===== src/rtl/bridge_pkg.sv =====
// Shared types, IDs and helpers for the SRAM-like to AXI3 bridge.
package bridge_pkg;

    typedef enum logic [1:0] {R_IDLE, R_AR, R_DATA} r_state_t;
    typedef enum logic [1:0] {W_IDLE, W_REQ, W_B}   w_state_t;

    localparam logic [3:0] ARID_INST  = 4'd0;
    localparam logic [3:0] ARID_DATA  = 4'd1;
    localparam logic [3:0] AWID       = 4'd1;
    localparam logic [1:0] BURST_INCR = 2'b01;

    function automatic logic [2:0] axi_size(input logic [1:0] size);
        return {1'b0, size};
    endfunction

endpackage


===== src/rtl/axi_wr_ctrl.sv =====
// Single-outstanding AXI3 write engine; AW and W handshakes are tracked
// independently so the slave may accept them in either order.
module axi_wr_ctrl
    import bridge_pkg::*;
#(
    parameter int ADDR_W = 32,
    parameter int DATA_W = 32
) (
    input  logic              clk,
    input  logic              reset,
    input  logic              accept,
    input  logic [ADDR_W-1:0] req_addr,
    input  logic [1:0]        req_size,
    input  logic [3:0]        req_wstrb,
    input  logic [DATA_W-1:0] req_wdata,
    output logic              idle,
    output logic [ADDR_W-1:0] awaddr,
    output logic [2:0]        awsize,
    output logic              awvalid,
    input  logic              awready,
    output logic [DATA_W-1:0] wdata,
    output logic [3:0]        wstrb,
    output logic              wvalid,
    input  logic              wready,
    input  logic              bvalid,
    output logic              bready,
    output logic              b_done
);

    w_state_t   state, state_next;
    logic       aw_done, w_done;
    logic       aw_hs, w_hs;
    logic [1:0] size_q;

    assign aw_hs   = awvalid & awready;
    assign w_hs    = wvalid & wready;
    assign idle    = (state == W_IDLE);
    assign awvalid = (state == W_REQ) & ~aw_done;
    assign wvalid  = (state == W_REQ) & ~w_done;
    assign bready  = (state == W_B);
    assign b_done  = bready & bvalid;
    assign awsize  = axi_size(size_q);

    // NOTE: state registers use non-blocking assignments; the next-state block is blocking with a default first so no latch is inferred.
    always_ff @(posedge clk or posedge reset) begin
        if (reset) state <= W_IDLE;
        else       state <= state_next;
    end

    always_comb begin
        state_next = state;
        case (state)
            W_IDLE:  if (accept) state_next = W_REQ;
            W_REQ:   if ((aw_done | aw_hs) & (w_done | w_hs)) state_next = W_B;
            W_B:     if (bvalid) state_next = W_IDLE;
            default: state_next = W_IDLE;
        endcase
    end

    always_ff @(posedge clk or posedge reset) begin
        if (reset) begin
            aw_done <= 1'b0;
            w_done  <= 1'b0;
            awaddr  <= '0;
            size_q  <= '0;
            wdata   <= '0;
            wstrb   <= '0;
        end else if (accept) begin
            aw_done <= 1'b0;
            w_done  <= 1'b0;
            awaddr  <= req_addr;
            size_q  <= req_size;
            wdata   <= req_wdata;
            wstrb   <= req_wstrb;
        end else if (state == W_REQ) begin
            aw_done <= aw_done | aw_hs;
            w_done  <= w_done | w_hs;
        end
    end

endmodule


===== src/rtl/sram_axi_bridge.sv =====
// Bridges the core's instruction and data SRAM-like ports onto one AXI3 master
// with one outstanding read and one outstanding write, hazard-free ordering.
module sram_axi_bridge
    import bridge_pkg::*;
#(
    parameter int ADDR_W = 32,
    parameter int DATA_W = 32
) (
    input  logic              clk,
    input  logic              reset,
    input  logic              inst_req,
    output logic              inst_addr_ok,
    input  logic [1:0]        inst_size,
    input  logic [ADDR_W-1:0] inst_addr,
    output logic              inst_data_ok,
    output logic [DATA_W-1:0] inst_rdata,
    input  logic              data_req,
    input  logic              data_wr,
    output logic              data_addr_ok,
    input  logic [1:0]        data_size,
    input  logic [3:0]        data_wstrb,
    input  logic [ADDR_W-1:0] data_addr,
    input  logic [DATA_W-1:0] data_wdata,
    output logic              data_data_ok,
    output logic [DATA_W-1:0] data_rdata,
    output logic [3:0]        arid,
    output logic [ADDR_W-1:0] araddr,
    output logic [2:0]        arsize,
    output logic [3:0]        arlen,
    output logic [1:0]        arburst,
    output logic [1:0]        arlock,
    output logic [3:0]        arcache,
    output logic [2:0]        arprot,
    output logic              arvalid,
    input  logic              arready,
    input  logic [3:0]        rid,
    input  logic [DATA_W-1:0] rdata,
    input  logic              rvalid,
    output logic              rready,
    output logic [3:0]        awid,
    output logic [ADDR_W-1:0] awaddr,
    output logic [2:0]        awsize,
    output logic [3:0]        awlen,
    output logic [1:0]        awburst,
    output logic [1:0]        awlock,
    output logic [3:0]        awcache,
    output logic [2:0]        awprot,
    output logic              awvalid,
    input  logic              awready,
    output logic [3:0]        wid,
    output logic [DATA_W-1:0] wdata,
    output logic [3:0]        wstrb,
    output logic              wlast,
    output logic              wvalid,
    input  logic              wready,
    input  logic              bvalid,
    output logic              bready
);

    r_state_t          r_state, r_next;
    logic [3:0]        r_id;
    logic [ADDR_W-1:0] r_addr;
    logic [1:0]        r_size;
    logic              r_idle, r_hs;
    logic              w_idle, b_done;
    logic              data_rd_ok, data_wr_ok;
    logic              inst_ok_q, data_ok_q;
    logic [DATA_W-1:0] rdata_q;
    logic              unused_rid;

    // Single outstanding read, so the returned ID carries no information.
    assign unused_rid = ^rid;

    assign arlen   = 4'd0;
    assign arburst = BURST_INCR;
    assign arlock  = 2'b00;
    assign arcache = 4'd0;
    assign arprot  = 3'd0;
    assign awid    = AWID;
    assign awlen   = 4'd0;
    assign awburst = BURST_INCR;
    assign awlock  = 2'b00;
    assign awcache = 4'd0;
    assign awprot  = 3'd0;
    assign wid     = AWID;
    assign wlast   = 1'b1;

    // A data read waits for an idle write path; a write waits out any data read.
    assign r_idle       = (r_state == R_IDLE);
    assign data_rd_ok   = data_req & ~data_wr & w_idle & r_idle;
    assign data_wr_ok   = data_req & data_wr & w_idle & (r_idle | (r_id == ARID_INST));
    assign data_addr_ok = data_rd_ok | data_wr_ok;
    assign inst_addr_ok = inst_req & ~data_rd_ok & r_idle;

    assign arvalid = (r_state == R_AR);
    assign rready  = (r_state == R_DATA);
    assign r_hs    = rready & rvalid;
    assign arid    = r_id;
    assign araddr  = r_addr;
    assign arsize  = axi_size(r_size);

    always_ff @(posedge clk or posedge reset) begin
        if (reset) r_state <= R_IDLE;
        else       r_state <= r_next;
    end

    always_comb begin
        r_next = r_state;
        case (r_state)
            R_IDLE:  if (data_rd_ok | inst_addr_ok) r_next = R_AR;
            R_AR:    if (arready) r_next = R_DATA;
            R_DATA:  if (rvalid) r_next = R_IDLE;
            default: r_next = R_IDLE;
        endcase
    end

    always_ff @(posedge clk or posedge reset) begin
        if (reset) begin
            r_id   <= ARID_INST;
            r_addr <= '0;
            r_size <= '0;
        end else if (data_rd_ok) begin
            r_id   <= ARID_DATA;
            r_addr <= data_addr;
            r_size <= data_size;
        end else if (inst_addr_ok) begin
            r_id   <= ARID_INST;
            r_addr <= inst_addr;
            r_size <= inst_size;
        end
    end

    always_ff @(posedge clk or posedge reset) begin
        if (reset) begin
            inst_ok_q <= 1'b0;
            data_ok_q <= 1'b0;
            rdata_q   <= '0;
        end else begin
            inst_ok_q <= r_hs & (r_id == ARID_INST);
            data_ok_q <= (r_hs & (r_id == ARID_DATA)) | b_done;
            if (r_hs) rdata_q <= rdata;
        end
    end

    assign inst_data_ok = inst_ok_q;
    assign data_data_ok = data_ok_q;
    assign inst_rdata   = rdata_q;
    assign data_rdata   = rdata_q;

    axi_wr_ctrl #(
        .ADDR_W(ADDR_W),
        .DATA_W(DATA_W)
    ) u_wr (
        .clk      (clk),
        .reset    (reset),
        .accept   (data_wr_ok),
        .req_addr (data_addr),
        .req_size (data_size),
        .req_wstrb(data_wstrb),
        .req_wdata(data_wdata),
        .idle     (w_idle),
        .awaddr   (awaddr),
        .awsize   (awsize),
        .awvalid  (awvalid),
        .awready  (awready),
        .wdata    (wdata),
        .wstrb    (wstrb),
        .wvalid   (wvalid),
        .wready   (wready),
        .bvalid   (bvalid),
        .bready   (bready),
        .b_done   (b_done)
    );

endmodule


===== config.mk =====
export PLATFORM = sky130hd
export DESIGN_NAME = sram_axi_bridge
export DESIGN_NICKNAME = d
export VERILOG_FILES = /design/src/rtl/bridge_pkg.sv /design/src/rtl/axi_wr_ctrl.sv /design/src/rtl/sram_axi_bridge.sv
export SDC_FILE = /design/constraint.sdc
export NUM_CORES = 1
export LEC_CHECK = 0
export CAP_MARGIN = 30
export CORE_MARGIN = 2
export CORE_UTILIZATION = 31
export CTS_BUF_LIST = sky130_fd_sc_hd__clkbuf_4 sky130_fd_sc_hd__clkbuf_8
export CTS_CLUSTER_DIAMETER = 200
export DETAILED_ROUTE_END_ITERATION = 7
export GPL_TIMING_DRIVEN = 0
export PLACE_DENSITY = 0.65
export SYNTH_ARGS = -nofsm -noshare
export SYNTH_HDL_FRONTEND = slang
export SYNTH_HIERARCHICAL = 1
export SYNTH_SLANG_ARGS = --single-unit

===== constraint.sdc =====
create_clock -name clk -period 3.15 [get_ports clk]
set_input_delay 0.945 -clock clk [delete_from_list [all_inputs] [get_ports clk]]
set_output_delay 0.945 -clock clk [all_outputs]
set_load 0.05 [all_outputs]

==> metrics.txt, run 1 <==
outcome completed; Chip Width 157 um; setup TNS 0 ns; top cells by area, synth dfrtp_1, mux2_4, buf_4, nand4_1, nand3b_1; CP max-delay cell buf_1; total CTS buffers 17; FF+latch count, synth 145; period utilization 96.0%; RSZ-0062 raised after global routing no; Area Overhead vs Synth 58.9%; initial core utilization 31.2%; mean area per synthesized cell 12.6 um2; ys flop type dfrtp_1; Worst-Margin Slew 0.641 ns; maximum VDD drop 0.816 mV; Clock Pin Slew Worst Setup and Hold Paths 0.09 ns; Clk pwr share 10.8%; H-Tree Depth 4; Async SR Flop Fraction 100%; drt drc 0; Crit Path Class in -> out; Worst Hold Class reg -> reg; GRT Util Overall 18.3%; Max Cap Viol 0; Routed Antenna Nets 0; post-synthesis cell area 0.00727 mm2; DR vias/cell 4.49; cells along the critical path clkbuf_1, buf_1, nand2_1, nor2_2, buf_6; io pins 372; final setup fails 0; Synth Instances 579; die area 0.0247 mm2; register-to-register setup slack 0.89 ns; 1st-iter DRT viols 293; max frequency 331 MHz; worst-path maximum fanout 10; Synth warnings 6; average routed wire per standard cell 17.7 um; largest net degree at the start of global routing 54; critical path's largest stage delay 0.42 ns; initial antenna violation count 0; crit path time final 3.02 ns; crit-path leading delay family buffers and inverters; Post-synth EDFFs 0; power per cell area 1300 mW/mm2; clock sink count 145; commonest non-fill, non-tap cell in the layout clkdlybuf4s50_1; worst r2r src r_state[0]$_DFFE_PP0P_; most frequent cells in the layout clkdlybuf4s50_1, dfrtp_1, mux2_4; Post-DP Area 0.0111 mm2; Final Hold Fails 0; GRT overflow 0; DP HPWL 16900 um; Buffers on Ports 322; DR pass1 iterations 4; Skew-Pair Late Insertion Delay 0.44 ns; ANT cells 0; switching share of power 50.3%; Routability Congestion 0.761; Seq pwr share 23.5%; Synth top area share 49.9%; Setup crit start inst_req; via count 5815; clk buf depth 2; WP buf/inv 3; FF+latch area 0.00363 mm2; clk root buf clkbuf_8; CP Launch Type primary input; layout cell share with drive strength beyond 1 25.1%; Yosys top cell by area dfrtp_1; core area 0.0233 mm2; library cells used by synthesis 33; Hold Worst Slack 0.515 ns; Required @ worst endpoint 2.20 ns; r2r endpoint u_wr/awaddr[0]$_DFFE_PP0P_; logic gate share of total power 65.7%; leakage power 5.09 nW; Critical Path End Type primary output; Power Internal 7.49 mW; global-route wire length before repair 34800 um; CTS tree done; reg2reg path depth 7; switching power 7.58 mW; Worst path depth 5; Die Y 157 um; FILL cells 2127; total wire length 22900 um; vias in the first global route 5928; Seq/Total Area, Yosys 49.9%; crit path to inst_addr_ok; Slew Limit Fails 0; Slew HR 57.3%; Setup Skew 0.00901 ns; setup bufs post-CTS 0; fin nets 1113; Multi-input gate area 0.00289 mm2; Arr. time, crit path 2.08 ns; fin util 49.6%; # rows 56; Final Cell Area 0.0115 mm2
-- state kept, by name, summed over array words and instances (netlist names) --
signal	flops
inst_data_ok	1
arid	1
u_wr/aw_done	1
u_wr/state	2
data_data_ok	1
u_wr/w_done	1
r_state	2
u_wr/wstrb	4
u_wr/size_q	2
data_rdata	32
u_wr/wdata	32
araddr	32
u_wr/awaddr	32
r_size	2
-- cells by family (layout without fill, tap and decap cells) --
group | Yosys count | after routing | share of synthesized area, %
and+or+nand+nor | 195 | 195 | 15.5
DFF | 145 | 145 | 49.9
buffers and inverters | 123 | 479 | 12.6
muxes | 102 | 102 | 20.8
AOI/OAI and AO/OA | 11 | 11 | 1.07
other | 3 | 44 | 0.155
-- worst reg2reg max path, stage by stage (launching register included) --
cell,delay (ns)
dfrtp_1,0.49
or2_2,0.33
buf_2,0.21
buf_6,0.18
a21oi_1,0.18
buf_6,0.25
buf_12,0.20
mux2_4,0.31
-- power by group through the flow --
stage,Sequential (mW),Clock (mW),Combinational [mW]
floorplan,6.63,0,3.62
global placement,3.52,0,9.87
detailed placement,3.55,0,9.93
CTS,3.54,1.68,9.95
global route,3.68,1.75,10.3
finish,3.54,1.63,9.90
-- cells in the mapped netlist (2+ instances only) --
master    number
nand2_1       37
conb_1         3
a21oi_1        4
clkbuf_1      19
mux2_4        96
nand3_1       35
buf_4         77
inv_1          6
buf_12         6
nor2b_1        2
nand2b_1       2
buf_6          6
nor2_1         7
nand3b_1      37
nand4_1       68
mux2_2         6
buf_2          8
dfrtp_1      145
-- per-stage QoR --
step / cells / power [mW] / setup WS, ns
final: 1295 / 15.1 / 0.127
after global routing: 1295 / 15.8 / 0.00902
after CTS: 1295 / 15.2 / 0.104
after detailed placement: 1263 / 13.5 / -0.863
after global placement: 1261 / 13.4 / -1.45
after floorplan: 620 / 10.2 / 0.122
-- repair_timing --
action / 4_1_cts / 5_1_grt
endpoints found under the setup margin: 2 / 1
pin swaps: 0 / 0
resized for setup: 18 / 3
hold endpoints to repair: 0 / 0
hold buffers: 0 / 0
-- area by class of cell --
cell class	count	area share [%]
sequential	145	31.4
tap	319	3.46
inverter	6	0.238
buffer	117	7.80
clock buffer	19	2.21
timing repair buffer	324	28.4
clock inverter	13	1.51
multi-input combinational	352	25.0
-- per-layer routing --
layer | vias to the layer above | track usage, % | wire, um
li1 | 2701 | - | -
met1 | 2845 | 24.0 | 9880
met2 | 249 | 30.0 | 11100
met3 | 20 | 4.98 | 1710
met4 | 0 | 4.76 | 289
met5 | - | 0 | 0
-- worst min path at each step --
| stage | from | end | slack (ns) | cells after the start |
|---|---|---|---|---|
| after CTS | u_wr/awaddr[2]$_DFFE_PP0P_ | u_wr/awaddr[2]$_DFFE_PP0P_ | 0.52 | 1 |
| final | u_wr/wdata[28]$_DFFE_PP0P_ | u_wr/wdata[28]$_DFFE_PP0P_ | 0.51 | 1 |
| after floorplan | u_wr/state[1]$_DFFE_PP0P_ | u_wr/state[0]$_DFFE_PP0P_ | 0.46 | 1 |
| after global routing | u_wr/wdata[17]$_DFFE_PP0P_ | u_wr/wdata[17]$_DFFE_PP0P_ | 0.53 | 1 |
| after detailed placement | u_wr/wstrb[3]$_DFFE_PP0P_ | u_wr/wstrb[3]$_DFFE_PP0P_ | 0.49 | 1 |
| after global placement | u_wr/awaddr[31]$_DFFE_PP0P_ | u_wr/awaddr[31]$_DFFE_PP0P_ | 0.49 | 1 |
No activity file was read; power rests on OpenSTA's default activity.
==> run 2, diff against run 1 <==
- CORE_ASPECT_RATIO: unset -> 0.75
==> metrics.txt, run 2 (synthesis results as in run 1) <==
setup TNS 0 ns; Final Cell Area 0.0115 mm2; layout cell share with drive strength beyond 1 25.1%; maximum VDD drop 0.865 mV; vias in the first global route 6093; fin nets 1113; leakage power 5.09 nW; DR pass1 iterations 4; Multi-input gate area 0.00288 mm2; register-to-register setup slack 0.90 ns; Place WS -0.834 ns; Setup crit start u_wr/state[1]$_DFFE_PP0P_; Die Y 137 um; Crit Path Class reg -> out; GRT Util Overall 18.9%; drt drc 0; ANT cells 0; logic gate share of total power 65.9%; Area Overhead vs Synth 58.1%; Worst-Margin Slew 0.586 ns; core area 0.0230 mm2; crit path to awvalid; Arr. time, crit path 2.08 ns; global-route wire length before repair 35800 um; via count 5806; CP Launch Type flip-flop; fin util 50.0%; Worst Hold Class reg -> reg; FILL cells 2061; max frequency 330 MHz; Post-DP Area 0.0111 mm2; Critical Path End Type primary output; most frequent cells in the layout clkdlybuf4s50_1, dfrtp_1, mux2_4; r2r endpoint u_wr/awaddr[2]$_DFFE_PP0P_; Routed Antenna Nets 0; Routability Congestion 0.730; reg2reg path depth 7; Slew Limit Fails 0; commonest non-fill, non-tap cell in the layout clkdlybuf4s50_1; Required @ worst endpoint 2.20 ns; # rows 48; clock sink count 145; RSZ-0062 raised after global routing no; Non-Filler Instances 1276; # hold bufs at CTS 0; Setup Skew 0.0161 ns; GRT overflow 0; Buffers on Ports 322; clk root buf clkbuf_8; Max Cap Viol 0; average routed wire per standard cell 18.3 um; io pins 372; worst-path maximum fanout 6; CTS tree done; Final Hold Fails 0; switching share of power 50.8%; H-Tree Depth 4; initial core utilization 31.6%; total CTS buffers 17; Seq pwr share 23.6%; FF+latch area 0.00363 mm2; Power Internal 7.39 mW; final setup fails 0; crit path time final 3.03 ns; worst r2r src r_state[0]$_DFFE_PP0P_; cells along the critical path nand2b_1, nor2_1, clkdlybuf4s50_1; DP HPWL 17600 um; Skew-Pair Late Insertion Delay 0.46 ns; die area 0.0247 mm2; Clk pwr share 10.5%; CP max-delay cell clkdlybuf4s50_1; final worst slack 0.123 ns; Slew HR 61.0%; period utilization 96.1%; Chip Width 181 um; clk buf depth 2; DR vias/cell 4.55; critical path's largest stage delay 0.83 ns; switching power 7.63 mW; power per cell area 1310 mW/mm2; cell count after placement 1244; outcome completed; largest net degree at the start of global routing 46; Total Power 15.0 mW; total wire length 23400 um; 1st-iter DRT viols 266; hold path start u_wr/wdata[0]$_DFFE_PP0P_; initial antenna violation count 1; Hold Worst Slack 0.513 ns; Clock Pin Slew Worst Setup and Hold Paths 0.10 ns
[run 2: timing repair]
action                                  CTS  global route
gates resized for setup                  16             3
gates cloned                              0             0
endpoints found under the setup margin    2             2
buffers inserted                          0             0
[run 2: critical path, delay by kind of cell, from the launching register on]
family / cells / cell delay (ns)
simple gates: 2 / 0.35
flops: 1 / 0.44
buf+inv: 1 / 0.83
[run 2: per-layer routing]
layer / vias up / wire [um] / track usage (%)
li1: 2714 / - / -
met1: 2808 / 10200 / 25.4
met2: 260 / 10800 / 29.4
met3: 22 / 1970 / 6.04
met4: 2 / 376 / 5.33
met5: - / 13 / 0
[run 2: worst min-delay path by stage]
stage / end / slack [ns] / cells after the start
finish: u_wr/wdata[0]$_DFFE_PP0P_ / 0.51 / 1
global route: u_wr/wdata[29]$_DFFE_PP0P_ / 0.53 / 1
CTS: u_wr/wdata[3]$_DFFE_PP0P_ / 0.52 / 1
detailed placement: u_wr/wdata[31]$_DFFE_PP0P_ / 0.49 / 1
global placement: u_wr/wdata[19]$_DFFE_PP0P_ / 0.49 / 1
floorplan: u_wr/state[0]$_DFFE_PP0P_ / 0.46 / 1
[run 2: power groups by stage]
| stage | clock [mW] | sequential (mW) | combinational, mW |
|---|---|---|---|
| 2_1_floorplan | 0 | 6.63 | 3.62 |
| 3_3_place_gp | 0 | 3.53 | 9.88 |
| 3_5_place_dp | 0 | 3.54 | 9.95 |
| 4_1_cts | 1.64 | 3.55 | 9.97 |
| 5_1_grt | 1.71 | 3.68 | 10.3 |
| 6_report | 1.58 | 3.54 | 9.90 |
[run 2: final cells by class]
| class | instances | share of cell area (%) |
|---|---|---|
| timing repair buffer | 324 | 28.5 |
| clock inverter | 14 | 1.47 |
| clock buffer | 18 | 2.10 |
| tap | 300 | 3.27 |
| inverter | 6 | 0.240 |
| buffer | 117 | 7.82 |
| multi-input combinational | 352 | 25.0 |
| sequential | 145 | 31.6 |
